## config.mk

```make
export PLATFORM = sky130hd
export DESIGN_NAME = load_store_unit
export DESIGN_NICKNAME = d
export VERILOG_FILES = /design/src/rtl/load_store_unit.sv
export SDC_FILE = /design/constraint.sdc
export NUM_CORES = 1
export LEC_CHECK = 0
export BUFFER_PORTS_ARGS = -buffer_cell sky130_fd_sc_hd__buf_2
export CAP_MARGIN = 30
export CORE_ASPECT_RATIO = 0.5
export CORE_MARGIN = 3
export CORE_UTILIZATION = 45
export DETAILED_ROUTE_END_ITERATION = 10
export PLACE_DENSITY = 0.74
export SLEW_MARGIN = 20
export SYNTH_ARGS = -nofsm -noshare
export SYNTH_HDL_FRONTEND = slang
export SYNTH_SLANG_ARGS = --single-unit
```

## constraint.sdc

```tcl
create_clock -name clk -period 3.8 [get_ports clk]
set_input_delay 0.57 -clock clk [delete_from_list [all_inputs] [get_ports clk]]
set_output_delay 0.57 -clock clk [all_outputs]
set_load 0.02 [all_outputs]
```

## src/rtl/load_store_unit.sv

```systemverilog
// Load/store unit: sequences one request from execute onto a single-beat word bus.
// Define LSU_MISALIGN_SPLIT_EN to split word-crossing accesses into two beats instead of flagging them.
module load_store_unit (
  input  logic        clk,
  input  logic        reset,
  input  logic        start,
  input  logic        memwrite,
  input  logic        memtoreg,
  input  logic [1:0]  lwhb,
  input  logic        lunsigned,
  input  logic [1:0]  swhb,
  input  logic [31:0] addr,
  input  logic [31:0] wdata,
  output logic        busy,
  output logic        done,
  output logic [31:0] rdata,
  output logic        misalign,
  output logic        mem_req,
  output logic        mem_we,
  output logic [31:0] mem_addr,
  output logic [3:0]  mem_be,
  output logic [31:0] mem_wdata,
  input  logic [31:0] mem_rdata,
  input  logic        mem_ack,
  output logic [1:0]  dbg_state
);

  // Bus handshake: mem_req with mem_addr/mem_be/mem_we/mem_wdata stays stable
  // until a rising edge samples mem_ack=1; that edge completes the beat.
  typedef enum logic [1:0] {IDLE = 2'd0, BEAT1 = 2'd1, BEAT2 = 2'd2, RESP = 2'd3} state_t;
  state_t state, state_nxt;

  logic        req_store, req_load;
  logic [2:0]  req_size;
  logic        req_misal;
  logic        go_bus, go_split, go_misal;

  logic        store_r, load_r, uns_r, cross_r, misal_r;
  logic [2:0]  size_r;
  logic [1:0]  off_r;
  logic [29:0] word_r;
  logic [31:0] wdata_r, lo_r;

  logic [3:0]  size_mask;
  logic [7:0]  be_span;
  logic [63:0] wd_span, rd_span;
  logic [31:0] rd_word, ld_value;
  logic        last_ack;

  always_comb begin
    req_store = memwrite;
    req_load  = !memwrite && memtoreg;
    req_size  = 3'd0;
    if (req_store) begin
      case (swhb)
        2'b01:   req_size = 3'd4;
        2'b10:   req_size = 3'd2;
        2'b11:   req_size = 3'd1;
        default: req_size = 3'd0;
      endcase
    end else if (req_load) begin
      case (lwhb)
        2'b01:   req_size = 3'd2;
        2'b10:   req_size = 3'd1;
        default: req_size = 3'd4;
      endcase
    end
    req_misal = (req_size == 3'd2 && addr[0]) || (req_size == 3'd4 && addr[1:0] != 2'b00);
`ifdef LSU_MISALIGN_SPLIT_EN
    go_bus   = req_size != 3'd0;
    go_split = go_bus && (({1'b0, req_size} + {2'b00, addr[1:0]}) > 4'd4);
    go_misal = 1'b0;
`else
    go_bus   = req_size != 3'd0 && !req_misal;
    go_split = 1'b0;
    go_misal = req_size != 3'd0 && req_misal;
`endif
  end

  // Lanes are laid out over two consecutive words; the upper half only matters when split.
  always_comb begin
    case (size_r)
      3'd1:    size_mask = 4'b0001;
      3'd2:    size_mask = 4'b0011;
      default: size_mask = 4'b1111;
    endcase
    be_span  = {4'b0000, size_mask} << off_r;
    wd_span  = {32'd0, wdata_r} << {off_r, 3'b000};
    rd_span  = (state == BEAT2) ? {mem_rdata, lo_r} : {32'd0, mem_rdata};
    rd_word  = 32'(rd_span >> {off_r, 3'b000});
    case (size_r)
      3'd1:    ld_value = {{24{!uns_r && rd_word[7]}}, rd_word[7:0]};
      3'd2:    ld_value = {{16{!uns_r && rd_word[15]}}, rd_word[15:0]};
      default: ld_value = rd_word;
    endcase
    last_ack = mem_ack && ((state == BEAT1 && !cross_r) || state == BEAT2);
  end

  always_comb begin
    state_nxt = state;
    case (state)
      IDLE:    if (start) state_nxt = go_bus ? BEAT1 : RESP;
      BEAT1:   if (mem_ack) state_nxt = cross_r ? BEAT2 : RESP;
      BEAT2:   if (mem_ack) state_nxt = RESP;
      RESP:    state_nxt = IDLE;
      default: state_nxt = IDLE;
    endcase
  end

  always_comb begin
    busy      = state != IDLE;
    done      = state == RESP;
    misalign  = misal_r && state == RESP;
    mem_req   = state == BEAT1 || state == BEAT2;
    mem_we    = mem_req && store_r;
    mem_addr  = 32'd0;
    mem_be    = 4'b0000;
    mem_wdata = 32'd0;
    if (state == BEAT1) begin
      mem_addr = {word_r, 2'b00};
      mem_be   = be_span[3:0];
      if (store_r) mem_wdata = wd_span[31:0];
    end else if (state == BEAT2) begin
      mem_addr = {word_r + 30'd1, 2'b00};
      mem_be   = be_span[7:4];
      if (store_r) mem_wdata = wd_span[63:32];
    end
    dbg_state = state;
  end

  always_ff @(posedge clk or negedge reset) begin
    if (!reset) state <= IDLE;
    else        state <= state_nxt;
  end

  always_ff @(posedge clk or negedge reset) begin
    if (!reset) begin
      store_r <= 1'b0;
      load_r  <= 1'b0;
      uns_r   <= 1'b0;
      cross_r <= 1'b0;
      misal_r <= 1'b0;
      size_r  <= 3'd0;
      off_r   <= 2'b00;
      word_r  <= 30'd0;
      wdata_r <= 32'd0;
      lo_r    <= 32'd0;
      rdata   <= 32'd0;
    end else begin
      if (state == IDLE && start) begin
        store_r <= req_store;
        load_r  <= req_load;
        uns_r   <= lunsigned;
        cross_r <= go_split;
        misal_r <= go_misal;
        size_r  <= req_size;
        off_r   <= addr[1:0];
        word_r  <= addr[31:2];
        wdata_r <= wdata;
      end
      if (state == BEAT1 && mem_ack) lo_r <= mem_rdata;
      if (last_ack && load_r) rdata <= ld_value;
    end
  end

endmodule

```

==> impl_metrics.csv, run 1 <==
group,metric,value,unit
worst_setup_path,critical_path_class,"flip-flop to output pin",
logic_synthesis,synth_compound_area_share,13.5,%
detailed_routing,wl,24700,um
clock_tree,cts_buffer_depth,2,
worst_setup_path,cp_max_fo,14,
timing,fin_ws,0.334,ns
place,io_buffers,211,
detailed_routing,dr.pass1.iters,5,
clock_tree,cts_root_buf,"clkbuf_16",
detailed_routing,highest_layer,"met5",
timing,period_needed,3.47,ns
grt,grt_antenna_before_repair,7,
die,core-area,0.0180,sq mm
grt,grt_usage,23.7,%
logic_synthesis,synth_warnings,0,
logic_synthesis,synth_simple_gate_area_share,13.7,%
clock_tree,clkSlewWorstSetupHoldPaths,0.07,ns
worst_setup_path,cp-end-kind,"output pin",
logic_synthesis,synth_seq_area_share,40.2,%
worst_setup_path,rr_endpoint,"rdata[19]",
min_path,hp-class,"input port to asynchronous set/reset pin",
grt,grt_max_degree,74,
clock_tree,post_cts_buffers,0,
place,post-place-ws,0.749,ns
place,finalWeightedCongestion,0.933,
place,dpl.hpwl,17900,um
detailed_routing,drt_iter0_drc,614,
finish,nets,1163,
logic_synthesis,yosys.area_share.adder,1.44,%
finish,syn2layout_area_growth,22.2,%
logic_synthesis,synth_edf_count,0,
die,die_h,103,um
clock_tree,cts_tree,"yes",
logic_synthesis,ys_seq_elements,137,
grt,first_global_vias,7319,
clock_tree,cts.sinks,137,
run_status,status,"complete, no violations",
logic_synthesis,synth_cell_types,51,
clock_tree,hold_buffers,0,
timing,slew_headroom,39.7,%
logic_synthesis,synthArstFlopShare,100,%
detailed_routing,vias,7490,
timing,final_hold_viol_count,0,
timing,drv_slew,0,
finish,layout_common_cells,"210 x buf_2, 136 x dfrtp_1, 106 x mux2_2",
logic_synthesis,synth_top_area_cell,"dfrtp_1",
timing,fin_skew,0.00938,ns
detailed_routing,vias_per_cell,5.70,
detailed_routing,wl_met1,11100,um
logic_synthesis,synthXorXnorAreaFrac,2.46,%
die,die_w,201,um
finish,layout-drive-gt1-share,37.9,%
clock_tree,clk_latency,0.42,ns
logic_synthesis,postSynthAreaPerCell,9.88,sq um
worst_setup_path,rr_worst_depth,8,
timing,post-route-period-util,91.2,%
detailed_routing,drc,0,
place,dp.cells,1278,
finish,fin_util,58.1,%
logic_synthesis,synth_top_area_share,40.2,%
worst_setup_path,critPathArrivalTime,2.90,ns
logic_synthesis,syn_inst,864,
detailed_routing,wl_met2,11300,um
worst_setup_path,required,3.23,ns
finish,final_common_cell,"buf_2",
clock_tree,htreeDepth,4,
logic_synthesis,synth_top_family_by_area,"multiplexers",
power,p_leak,4.66,nW
die,fp-row-count,34,
logic_synthesis,netlist_area,0.00854,sq mm
timing,holdWs,0.149,ns
detailed_routing,ant_nets,0,
detailed_routing,dr_wl_met3,1810,um
logic_synthesis,synthMuxAreaShare,24.5,%
logic_synthesis,synth_area_leaders,"dfrtp_1 40%, mux2_2 14%, mux2i_1 6.6%",
power,p_per_area,989,mW/mm^2
timing,rsz0062_at_grt,"no",
clock_tree,cts_made_buffers,17,
die,initial_core_util,47.6,%
logic_synthesis,synthFlopType,"dfrtp_1",
detailed_routing,wire_per_inst,18.8,um
timing,max_freq,288,MHz
timing,setup_viol,0,
die,dieArea,0.0208,sq mm
job,max_cap_violations,0,
clock_tree,cts_resized,0,
power,peakVddDrop,450,uV
worst_setup_path,rrSetupSlack,0.99,ns
timing,fin_tns_setup,0,ns
worst_setup_path,cp-start-kind,"flip-flop",
grt,grt.overflow.total,0,
die,num_io_pins,214,
timing,tightest_slew,0.905,ns
grt,grt_pass1_wl,39000,um
finish,final_cells,1315,
worst_setup_path,regToRegStartpoint,"dbg_state[0]",
==> where the power goes <==
group / internal, mW / total [mW] / switching [mW] / leakage [nW]
combinational: 2.29 / 5.62 / 3.33 / 2.72
clock: 1.07 / 1.77 / 0.706 / 0.300
sequential: 2.20 / 2.93 / 0.732 / 1.64
total: 5.56 / 10.3 / 4.76 / 4.66
==> per-stage QoR <==
step,area [sq um],power (mW)
after CTS,10400,10.2
after detailed placement,9760,8.43
after global placement,9760,8.26
after floorplan,8540,6.83
after global routing,10400,11.0
final,10400,10.3
==> cell type report <==
| class | instances | area (sq um) |
|---|---|---|
| antenna | 3 | 7.51 |
| clock buffer | 18 | 439 |
| clock inverter | 14 | 186 |
| fill | 1534 | 7520 |
| inverter | 18 | 67.6 |
| multi-input combinational | 647 | 4760 |
| sequential | 137 | 3430 |
| tap | 252 | 315 |
| timing repair buffer | 226 | 1220 |
==> synthesized netlist by cell type, types with 2 or more instances <==
master    count
a211oi_1      8
a21oi_1      63
a22o_1        3
a31oi_1       7
a31oi_4      10
and2_1        8
and3_1        6
buf_1        13
buf_2        17
buf_4         3
clkbuf_1     28
dfrtp_1     137
ha_1          9
inv_1        18
mux2_2      106
mux2i_1      56
mux4_2       15
nand2_1      82
nand2b_1      2
nand3_1      16
nand4_1      12
nor2_1       95
nor2b_1       5
nor3_1       18
nor4_2        2
o21a_1        2
o21ai_0      57
o22ai_1       9
o32a_1        7
or2_2         3
or3_1         5
xnor2_1       4
xor2_1       20
==> per-layer routing <==
layer / vias to the layer above / GRT usage, %
met4: 8 / 8.46
met3: 43 / 5.91
met5: - / 0
met2: 328 / 37.7
li1: 3456 / -
met1: 3655 / 32.2
==> cell families after synthesis <==
family | Yosys count
fa+ha+maj | 10
flops | 137
simple gates | 260
buf+inv | 81
compound gates | 174
other cells | 1
xor+xnor | 24
mux | 177
==> worst max path at each step <==
stage / startpoint / end / slack, ns / cells past startpoint
global placement: dbg_state[0] / rdata[16] / 0.84 / 8
finish: dbg_state[1] / mem_addr[31] / 0.33 / 8
CTS: dbg_state[1] / mem_addr[31] / 0.34 / 8
detailed placement: dbg_state[0] / rdata[17] / 0.75 / 8
global route: dbg_state[1] / mem_addr[31] / 0.16 / 8
floorplan: dbg_state[1] / mem_wdata[1] / 1.01 / 8
==> registers in the layout, indices dropped and copies added (netlist names) <==
register and count:
dbg_state 2, lo_r 32, load_r 1, misal_r 1, off_r 2, rdata 32
size_r 3, store_r 1, uns_r 1, wdata_r 32, word_r 30
==> critical path, stage by stage (launching register included) <==
cell	delay, ns
dfrtp_1	0.45
inv_1	0.10
ha_1	0.35
nor2b_1	0.21
and3_1	0.57
nand3_1	0.16
or3_1	0.33
a21oi_1	0.14
buf_2	0.18
Note: power is estimated with default switching activity, not from simulation.
==> run 2, diff against run 1 <==
Settings changed: MAX_ROUTING_LAYER set to met4.
==> impl_metrics.csv, run 2 (synthesized netlist as in run 1, its figures left out) <==
group,metric,value,unit
power,total_power,10.1,mW
worst_setup_path,critical_path_class,"flip-flop to output pin",
power,peakVddDrop,470,uV
detailed_routing,vias,7373,
grt,grt.overflow.total,0,
die,fp-row-count,34,
clock_tree,cts.sinks,137,
clock_tree,clkSlewWorstSetupHoldPaths,0.07,ns
place,dpl.hpwl,17700,um
worst_setup_path,worst_path_dominant_cell_family,"simple AND/OR/NAND/NOR gates",
detailed_routing,wire_per_inst,18.4,um
detailed_routing,drc,0,
clock_tree,htreeDepth,4,
power,p_per_area,972,mW/mm^2
timing,setup_viol,0,
worst_setup_path,path_cells,"inv_1 > ha_1 > nand2_1 > nor2_1 > nand2_1 > o21ai_0 > a22o_1 > buf_2",
worst_setup_path,cp.buffers_inverters,2,
run_status,status,"complete, no violations",
clock_tree,cts_made_buffers,17,
power,netSwitchingPower,4.75,mW
place,dp.cells,1277,
finish,fin_util,57.8,%
grt,first_global_vias,7060,
timing,drv_slew,0,
timing,period_needed,3.49,ns
detailed_routing,drt_iter0_drc,542,
die,initial_core_util,47.6,%
worst_setup_path,cp-end-kind,"output pin",
power,seqPwrFrac,29.2,%
worst_setup_path,cp_max_fo,10,
clock_tree,cts_tree,"yes",
grt,grt_max_degree,91,
clock_tree,post_cts_buffers,0,
grt,grt_pass1_wl,38500,um
timing,final_hold_viol_count,0,
grt,grt_usage,24.2,%
die,num_io_pins,214,
die,die_w,201,um
timing,max_freq,286,MHz
die,core-area,0.0180,sq mm
power,p_comb_share,55.2,%
clock_tree,cts_resized,0,
finish,final_common_cell,"buf_2",
die,dieArea,0.0208,sq mm
place,io_buffers,211,
detailed_routing,wl_met1,11200,um
timing,post-route-period-util,91.9,%
place,finalWeightedCongestion,0.968,
detailed_routing,vias_per_cell,5.60,
worst_setup_path,critPathArrivalTime,2.92,ns
power,p_int,5.33,mW
detailed_routing,wl,24300,um
finish,top_regs,"lo_r (32), rdata (32), wdata_r (32)",
power,switching_share,47.1,%
worst_setup_path,max_stage_delay,0.67,ns
finish,n_fill_cell,1559,
detailed_routing,wl_met2,10900,um
finish,nets,1162,
clock_tree,cts_buffer_depth,2,
clock_tree,hold_buffers,0,
worst_setup_path,cp-start-kind,"flip-flop",
detailed_routing,highest_layer,"met4",
finish,final_cells,1317,
timing,fin_ws,0.307,ns
timing,rsz0062_at_grt,"no",
finish,syn2layout_area_growth,21.4,%
clock_tree,cts_root_buf,"clkbuf_16",
worst_setup_path,crit_path_frequent_cell,"nand2_1",
finish,layout-drive-gt1-share,37.9,%
power,clkPwrFrac,15.7,%
clock_tree,clk_latency,0.43,ns
detailed_routing,ant_nets,0,
die,die_h,103,um
grt,grt_antenna_before_repair,4,
timing,fin_tns_setup,0,ns
place,post-place-ws,0.723,ns
job,max_cap_violations,0,
timing,tightest_slew,0.978,ns
detailed_routing,dr_wl_met3,1710,um
timing,slew_headroom,34.8,%
worst_setup_path,cp_slowest_cell,"nor2_1",
min_path,hp-class,"input port to asynchronous set/reset pin",
detailed_routing,dr.pass1.iters,5,
worst_setup_path,required,3.23,ns
power,p_leak,4.62,nW
timing,fin_skew,0.0177,ns
finish,layout_common_cells,"210 x buf_2, 136 x dfrtp_1, 106 x mux2_2",
## run 2: cell count changes in the layout (fill, tap and decap cells not counted)
| cell | previous run | this run |
|---|---|---|
| buf_12 | 3 | 2 |
| buf_16 | 0 | 1 |
| buf_4 | 11 | 10 |
| buf_6 | 1 | 2 |
| buf_8 | 1 | 0 |
| bufinv_16 | 3 | 0 |
| clkbuf_8 | 1 | 0 |
| clkinvlp_4 | 2 | 4 |
| diode_2 | 3 | 6 |
| inv_6 | 4 | 5 |
| inv_8 | 1 | 2 |
## run 2: worst reg2reg max path, stage by stage, from the launching register on
cell and delay, ns:
dfrtp_1 0.44, inv_1 0.13, ha_2 0.85, mux2i_1 0.24, mux4_2 0.55, nor3_4 0.29, a21oi_2 0.05, buf_4 0.25
a31oi_1 0.21
## run 2: power by group through the flow
stage	sequential (mW)	combinational, mW	clock, mW
2_1_floorplan	2.84	3.99	0
3_3_place_gp	2.89	5.36	0
3_5_place_dp	2.94	5.47	0
4_1_cts	2.92	5.50	1.60
5_1_grt	3.05	6.00	1.68
6_report	2.94	5.56	1.58
## run 2: final timing paths
path | start | end | slack [ns] | depth (start not counted)
max reg2reg | dbg_state[0] | rdata[31] | 0.71 | 8
max in group asynchronous | reset | rdata[31] | 2.78 | 3
min | reset | wdata_r[18] | 0.08 | 1
max | dbg_state[0] | mem_be[2] | 0.31 | 8
min reg2reg | rdata[9] | rdata[9] | 0.47 | 2
min in group clk | wdata[2] | wdata_r[2] | 0.35 | 3
## run 2: area by class of cell
class                           instances  area (sq um)  area share (%)
Timing Repair Buffer                  225          1220            11.7
Clock buffer                           17           425            4.10
Multi-Input combinational cell        647          4760            46.0
Tap cell                              252           315            3.04
Clock inverter                         15           131            1.27
Inverter                               18          67.6           0.652
Antenna cell                            6          15.0           0.145
Sequential cell                       137          3430            33.1
## run 2: routing by layer
layer / global-route usage [%] / vias to the layer above
li1: - / 3472
met1: 32.8 / 3531
met2: 36.8 / 325
met3: 5.44 / 45
met4: 7.01 / 0
met5: - / -
## run 2: metrics by stage
| step | hold WS (ns) | instance area [sq um] |
|---|---|---|
| finish | 0.0824 | 10400 |
| global route | 0.105 | 10400 |
| global placement | 0.450 | 9760 |
| floorplan | 0.274 | 8540 |
| CTS | 0.259 | 10300 |
| detailed placement | 0.454 | 9760 |
